==> config.mk <==
export PLATFORM = sky130hd
export DESIGN_NAME = rr_grant_arb4
export DESIGN_NICKNAME = d
export VERILOG_FILES = /design/src/rtl/rr_grant_arb4.sv
export SDC_FILE = /design/constraint.sdc
export NUM_CORES = 1
export LEC_CHECK = 0
export ABC_CLOCK_PERIOD_IN_PS = 2600
export BUFFER_PORTS_ARGS = -buffer_cell sky130_fd_sc_hd__buf_2
export CAP_MARGIN = 15
export CORE_ASPECT_RATIO = 0.75
export CORE_MARGIN = 2
export CORE_UTILIZATION = 48
export DETAILED_ROUTE_END_ITERATION = 10
export PLACE_DENSITY = 0.69
export SLEW_MARGIN = 20
export SYNTH_ARGS = -nofsm -noshare
export SYNTH_HDL_FRONTEND = slang
export SYNTH_SLANG_ARGS = --single-unit
==> constraint.sdc <==
create_clock -name clk -period 2.6 [get_ports clk]
set_input_delay 0.52 -clock clk [delete_from_list [all_inputs] [get_ports clk]]
set_output_delay 0.52 -clock clk [all_outputs]
set_load 0.05 [all_outputs]
==> src/rtl/rr_grant_arb4.sv <==
// rr_grant_arb4: four-requester round-robin arbiter with grant locking.
// The current owner keeps its grant while it keeps requesting, for up to
// MAX_HOLD consecutive cycles. After that, any other waiting requester takes
// over on the next edge and preempt pulses for one cycle. Every output comes
// straight from a flop, so there is no combinational path from req to a grant.
module rr_grant_arb4 #(
  parameter  int MAX_HOLD = 8,
  localparam int CNT_W    = $clog2(MAX_HOLD)
) (
  input  logic       clk,
  input  logic       rst_n,
  input  logic [3:0] req,
  output logic       gnt0,
  output logic       gnt1,
  output logic       gnt2,
  output logic       gnt3,
  output logic       gnt_valid,
  output logic [1:0] gnt_id,
  output logic       preempt
);

  typedef enum logic {
    IDLE  = 1'b0,
    GRANT = 1'b1
  } state_t;

  // Hold counter value on the owner's last allowed cycle.
  localparam logic [CNT_W-1:0] HOLD_LAST = CNT_W'(MAX_HOLD - 1);

  state_t           state, state_nxt;
  logic [1:0]       ptr, ptr_nxt;          // highest-priority index for the next pick
  logic [CNT_W-1:0] hold_cnt, hold_nxt;    // cycles the owner has held, minus one
  logic [3:0]       gnt_q, gnt_nxt;        // one-hot grant register
  logic [1:0]       id_q, id_nxt;          // owner index, 0 while nobody owns
  logic             valid_q, valid_nxt;
  logic             preempt_q, preempt_nxt;

  logic [3:0]       others;                // requests from everyone except the owner
  logic [2:0]       pick_all, pick_oth;    // {found, index}
  logic             do_grant;
  logic [1:0]       winner;

  // The first set bit of mask, searching base, base+1, ... modulo 4.
  // The loop runs from the farthest offset down to the nearest one, so the
  // nearest set bit is the last to write res and wins.
  function automatic logic [2:0] pick(input logic [3:0] mask, input logic [1:0] base);
    logic [2:0] res;
    logic [1:0] idx;
    res = 3'b000;
    for (int i = 3; i >= 0; i--) begin
      idx = base + 2'(i);
      if (mask[idx]) res = {1'b1, idx};
    end
    return res;
  endfunction

  assign others   = req & ~(4'b0001 << id_q);
  assign pick_all = pick(req, ptr);
  assign pick_oth = pick(others, ptr);

  // Next-state, next-grant and pointer/counter update for IDLE and GRANT.
  always_comb begin
    // NOTE: every variable gets a default before the case. A path that skips
    // an assignment would otherwise infer a latch.
    state_nxt   = state;
    ptr_nxt     = ptr;
    hold_nxt    = hold_cnt;
    gnt_nxt     = gnt_q;
    id_nxt      = id_q;
    preempt_nxt = 1'b0;
    do_grant    = 1'b0;
    winner      = 2'd0;

    unique case (state)
      IDLE: begin
        hold_nxt = '0;
        if (pick_all[2]) begin
          do_grant = 1'b1;
          winner   = pick_all[1:0];
        end
      end
      GRANT: begin
        if (!req[id_q]) begin
          // The owner released. Hand over directly if someone is waiting.
          if (pick_all[2]) begin
            do_grant = 1'b1;
            winner   = pick_all[1:0];
          end else begin
            state_nxt = IDLE;
            gnt_nxt   = 4'b0000;
            id_nxt    = 2'd0;
            hold_nxt  = '0;
          end
        end else if (hold_cnt < HOLD_LAST) begin
          hold_nxt = hold_cnt + 1'b1;
        end else if (pick_oth[2]) begin
          // The hold time has run out and another requester is waiting.
          do_grant    = 1'b1;
          winner      = pick_oth[1:0];
          preempt_nxt = 1'b1;
        end else begin
          // The hold time has run out, but nobody else is asking.
          hold_nxt = '0;
        end
      end
      default: begin
        state_nxt = IDLE;
        gnt_nxt   = 4'b0000;
        id_nxt    = 2'd0;
        hold_nxt  = '0;
      end
    endcase

    if (do_grant) begin
      state_nxt = GRANT;
      gnt_nxt   = 4'b0001 << winner;
      id_nxt    = winner;
      ptr_nxt   = winner + 2'd1;
      hold_nxt  = '0;
    end

    valid_nxt = |gnt_nxt;
  end

  // State, pointer, counter and output registers; all clear asynchronously.
  always_ff @(posedge clk or negedge rst_n) begin
    if (!rst_n) begin
      state     <= IDLE;
      ptr       <= 2'd0;
      hold_cnt  <= '0;
      gnt_q     <= 4'b0000;
      id_q      <= 2'd0;
      valid_q   <= 1'b0;
      preempt_q <= 1'b0;
    end else begin
      // NOTE: non-blocking assignments here, so every register samples the
      // values from before this edge, whatever order the statements are in.
      state     <= state_nxt;
      ptr       <= ptr_nxt;
      hold_cnt  <= hold_nxt;
      gnt_q     <= gnt_nxt;
      id_q      <= id_nxt;
      valid_q   <= valid_nxt;
      preempt_q <= preempt_nxt;
    end
  end

  assign gnt0      = gnt_q[0];
  assign gnt1      = gnt_q[1];
  assign gnt2      = gnt_q[2];
  assign gnt3      = gnt_q[3];
  assign gnt_valid = valid_q;
  assign gnt_id    = id_q;
  assign preempt   = preempt_q;

endmodule
; Word-level counts from Yosys, hierarchy flattened
; Cells that the tools add are included.
[word_totals]
regBits = 14
inputBits = 6
output_inout_bits = 8
wordCells = 86
[classes]
add_sub_neg = 5
magnitude_cmp = 6
n_eq_ne = 4
shift = 2
muxes = 55
bitwise_logic = 3
reduce_logical = 4
[op_table]
columns = operator, count
row1 = 3-bit two-way mux, 13
row2 = 1-bit binary-select mux with 2-bit select, 9
row3 = 1-bit two-way mux, 18
row4 = 2-bit two-way mux, 8
row5 = 4-bit two-way mux, 4
row6 = 2-bit by 3-bit less-than comparator with 1-bit output (second input constant), 5
row7 = 1-bit by 2-bit left shift with 4-bit output (first input constant), 2
row8 = 3-bit one-hot mux with 2 select lines, 1
row9 = 5-bit by 4-bit != test with 1-bit output (second input constant), 1
row10 = 2-bit by 1-bit adder with 2-bit output (second input constant), 2
row11 = 2-bit adder (second input constant), 2
row12 = 4-bit AND, 1
row13 = 4-bit by 2-bit != test with 1-bit output (second input constant), 1
row14 = 4-bit NOT, 1
row15 = 2-bit one-hot mux with 2 select lines, 1
row16 = 4-bit OR reduction, 1
row17 = 3-bit by 1-bit adder with 3-bit output (second input constant), 1
row18 = 3-bit less-than comparator (second input constant), 1
row19 = 3-bit AND reduction, 1
row20 = 2-bit by 1-bit != test with 1-bit output (second input constant), 1
row21 = 2-bit != test (second input constant), 1
row22 = 1-bit one-hot mux with 2 select lines, 1
row23 = 2-bit AND reduction, 1
row24 = 2-bit nonzero test, 1
row25 = 1-bit NOT, 1

; Depth between registers and ports, before layout
[logic_depth]
ltp_word = 16
ltp_mapped = 9
mapped_depth_nobuf = 8

; Worst setup path after synthesis
; OpenSTA, ideal clock, no wires.
[synth_path]
kind = reg2reg
from = register id_q[1] (netlist: gnt_id[1])
to = register valid_q (netlist: gnt_valid)
setup_ns = 0.134
t_arrival_ns = 2.308
required_ns = 2.466
setup_slack_ns = 0.157
stages_incl_launch_ff = 10
n_path_buf = 1
period_less_slack_ns = 2.443
path_cell_list = dfrtp_1 -> buf_2 -> nor3_1 -> a2bb2oi_2 -> nand3b_4 -> o31ai_2 -> inv_1 -> ha_1 -> nor4_1 -> mux2i_1
[synth_via]
elab_chain_len = 16
elab_cells_between_ends = 30
cone_classes = shift (2) / mux (25) / bitwise (2) / reduce/logical (1)
[synth_lines]
columns = element, line_no
row1 = start: declaration, 34  ; logic [1:0] id_q, id_nxt;
row2 = start signal: assignment, 142  ; id_q <= id_nxt;
row3 = 1-bit by 2-bit left shift with 4-bit output, 57  ; assign others = req & ~(4'b0001 << id_q);
row4 = 4-bit NOT, 57
row5 = 4-bit AND, 57
row6 = 1-bit binary-select mux with 2-bit select, 52  ; if (mask[idx]) res = {1'b1, idx};
row7 = 1-bit two-way mux (implied by the code), 52
row8 = 3-bit two-way mux (4 in series), 52
row9 = 2-bit two-way mux, 96  ; end else if (pick_oth[2]) begin
row10 = 2-bit two-way mux, 94  ; end else if (hold_cnt < HOLD_LAST) begin
row11 = 2-bit two-way mux, 83  ; if (!req[id_q]) begin
row12 = 2-bit one-hot mux with 2 select lines, 74  ; unique case (state)
row13 = 1-bit by 2-bit left shift with 4-bit output, 116  ; gnt_nxt = 4'b0001 << winner;
row14 = 4-bit two-way mux (*), 114  ; if (do_grant) begin
row15 = 4-bit OR reduction (*), 122  ; valid_nxt = |gnt_nxt;
row16 = net valid_nxt, 35  ; logic valid_q, valid_nxt;
row17 = end signal: assignment, 143  ; valid_q <= valid_nxt;
row18 = end: declaration, 35
; Mark *: on every way through the listed nets, which the timed path passes. The rest lies on a longest branch. The select of a mux whose other input is x is not followed.
; A chain may end at the register's enable or synchronous reset.

; Worst setup path in the final report
[layout_path]
from = register id_q[0] (netlist: gnt_id[0])
to = register valid_q (netlist: gnt_valid)
; Same word-level chain as after synthesis.

==> metrics.yaml <==
r2r_slack_ns: 0.22
ys_top_cells_by_area: "dfrtp_1, ha_1, mux2i_1"
avgSynthCellArea_sq_um: 9.18
first_global_vias: 800
cts_resized: 0
drc: 0
clock-root-buffer: "clkbuf_4"
die_y_microns: 44.4
ir_drop_mv: 0.685
synth_top_family_by_area: "compound AO/OA/AOI/OAI gates"
relSlewSlack: 0.759
area_delta_synth_final_pct: 10.2
yosysWarnings: 0
status: "complete, no violations"
fmax_mhz: 420
overflow: 0
tightest_slew_ns: 0.357
ctsHoldBuffers: 0
worstPathRequired_ns: 2.74
reg2reg_from: "gnt_id[0]$_DFFE_PN0P_"
hold_class: "in -> async"
vias: 884
io_pins: 14
critPathMaxFanout: 8
top_usage_layer: "met1"
cts_tree: "yes"
fin_hold_ws_ns: 0.121
power.density_nw_per_um2: 1190
setup_viol: 0
antenna_found_initial: 0
rsz0062_at_grt: "false"
drv_slew: 0
crit_arrival_ns: 2.52
yosysTopAreaCell: "dfrtp_1"
hold_viol: 0
worstSetupEndpointType: "flip-flop"
clk-insertion-delay-late_ns: 0.27
criticalPathCategory: "reg -> reg"
drtAntennaViolNets: 0
portBuffers: 13
synth.ff_latch_count: 14
synth_edf_count: 0
syn_nets: 125
grt_max_degree: 15
period_minus_slack_ns: 2.38
drt_iter0_drc: 31
cts_setup_buffers: 0
leakagePower_uw: 0.000530
cts.sinks: 14
worst_clock_skew_ns: 0.00243
clk_path_buf_depth: 2
n_fill_cell: 188
rr_endpoint: "gnt_valid$_DFF_PN0_"
wire_per_inst_microns: 15.1
netlist_instances: 114
dpl.hpwl_microns: 1790
globalplace.congestion: 0.832
synth_compound_area_frac: 0.250
fin_nets: 139
async_reset_ff_frac: 1.00
grt_use_met3: 0.0614
rows: 14
drive_gt1_frac: 0.246
muxShareOfSynthArea: 0.0682
initial_core_util: 0.515
synth_top_area_share: 0.335
synth.distinct_cells: 45
met1_usage: 0.309
antenna_cells: 0
via_per_inst: 5.89
syn_area_sq_um: 1050
finalCritPeriodShare: 0.915
first_pass_iters: 4
synth_top_flop_cell: "dfrtp_1"
synth-simple-area-share: 0.226
grt_pass1_wl_microns: 3800
synth-xor-area-share: 0
cts_htree_levels: 1
numCtsBuffers: 3
core-area_sq_um: 2030
fin_setup_tns_ns: 0
maxCapViolCount: 0
dieArea_sq_um: 2570
routed_wl_microns: 2270
grt_use_total: 0.204
synthAdderAreaFrac: 0.0598
die_x_microns: 57.9
setup.worst_path.start_class: "flip-flop"
synth.yosys.seq_area_share: 0.335
met2_usage: 0.280
r2r_cells: 8
clk_pin_slew_ns: 0.07
==> worst max-delay path by stage <==
| stage | start | to | slack (ns) | depth (start not counted) |
|---|---|---|---|---|
| floorplan | gnt_id[1]$_DFFE_PN0P_ | gnt_valid$_DFF_PN0_ | 0.16 | 9 |
| global placement | req[1] | gnt_valid$_DFF_PN0_ | 0.20 | 9 |
| detailed placement | req[1] | gnt_valid$_DFF_PN0_ | 0.08 | 9 |
| CTS | gnt_id[1]$_DFFE_PN0P_ | ptr[1]$_DFFE_PN0N_ | 0.23 | 8 |
| global route | gnt_id[1]$_DFFE_PN0P_ | ptr[1]$_DFFE_PN0N_ | 0.07 | 8 |
| finish | gnt_id[0]$_DFFE_PN0P_ | gnt_valid$_DFF_PN0_ | 0.22 | 8 |
==> logic make-up (layout without fill, tap and decap cells) <==
| logic type | count (synthesis) | in the layout |
|---|---|---|
| AOI/OAI and AO/OA | 36 | 36 |
| and+or+nand+nor | 38 | 38 |
| buffers and inverters | 14 | 26 |
| adders and majority gates | 5 | 5 |
| muxes | 7 | 7 |
| DFF | 14 | 14 |
==> power by group <==
part / internal [uW] / total [uW] / switching, uW
combinational: 325 / 861 / 536
sequential: 299 / 401 / 102
clock: 53.7 / 113 / 59.7
==> placed cells by master (no fill, tap or decap), drive strengths merged, types with 2 or more instances in the layout <==
cell type / instances
nand2: 6
clkbuf: 3
a21oi: 9
and2b: 2
a211oi: 2
a21boi: 2
nand2b: 8
nor2: 4
nand3b: 2
inv: 6
buf: 17
and2: 2
ha: 5
mux2i: 6
o21a: 2
nand4: 4
o21ai: 9
nor3: 3
nand3: 2
nor2b: 2
dfrtp: 14
==> worst max-delay path, stage by stage (launching register included) <==
cell	delay, ns
dfrtp_1	0.45
and2b_1	0.24
a21oi_1	0.34
nand3b_4	0.18
o31ai_2	0.32
inv_1	0.11
ha_1	0.22
nor4_1	0.27
mux2i_1	0.12
==> synthesized netlist by cell type (2+ instances only) <==
library cell  number
nand2_1            6
buf_2              5
mux2i_1            6
inv_1              6
and2b_1            2
nand4_1            4
o21a_1             2
nand2b_1           8
a21oi_1            9
nor2_1             4
dfrtp_1           14
o21ai_0            4
nand3_1            2
a211oi_1           2
nor2b_1            2
nor3_1             2
ha_1               5
o21ai_2            4
==> cell type report <==
| type | instances | area (sq um) | area share |
|---|---|---|---|
| inverters | 6 | 22.5 | 0.0195 |
| multi-input cells | 86 | 632 | 0.548 |
| flip-flops and latches | 14 | 350 | 0.304 |
| repair buffers | 17 | 95.1 | 0.0825 |
| well taps | 24 | 30.0 | 0.0261 |
| clock buffers | 3 | 22.5 | 0.0195 |
==> flip-flops by register name, indices dropped and copies added (netlist names) <==
register,flops
ptr,2
hold_cnt,3
state,1
gnt_q,4
gnt_valid,1
gnt_id,2
preempt,1
==> metrics by stage <==
stage               total power, uW  cells   util  setup slack, ns  area, sq um
global placement               1230    147  0.556            0.197         1130
global route                   1480    150  0.567           0.0668         1150
finish                         1380    150  0.567            0.220         1150
floorplan                      1050    114      -            0.157         1050
detailed placement             1260    147  0.556           0.0776         1130
CTS                            1380    150  0.567            0.228         1150
==> routing by layer <==
layer  vias to the layer above  share of wire
met5                         -              0
met4                         0         0.0040
met3                         2          0.033
met2                        17           0.44
met1                       424           0.53
li1                        441              -
Power figures use the tool's default switching activity.
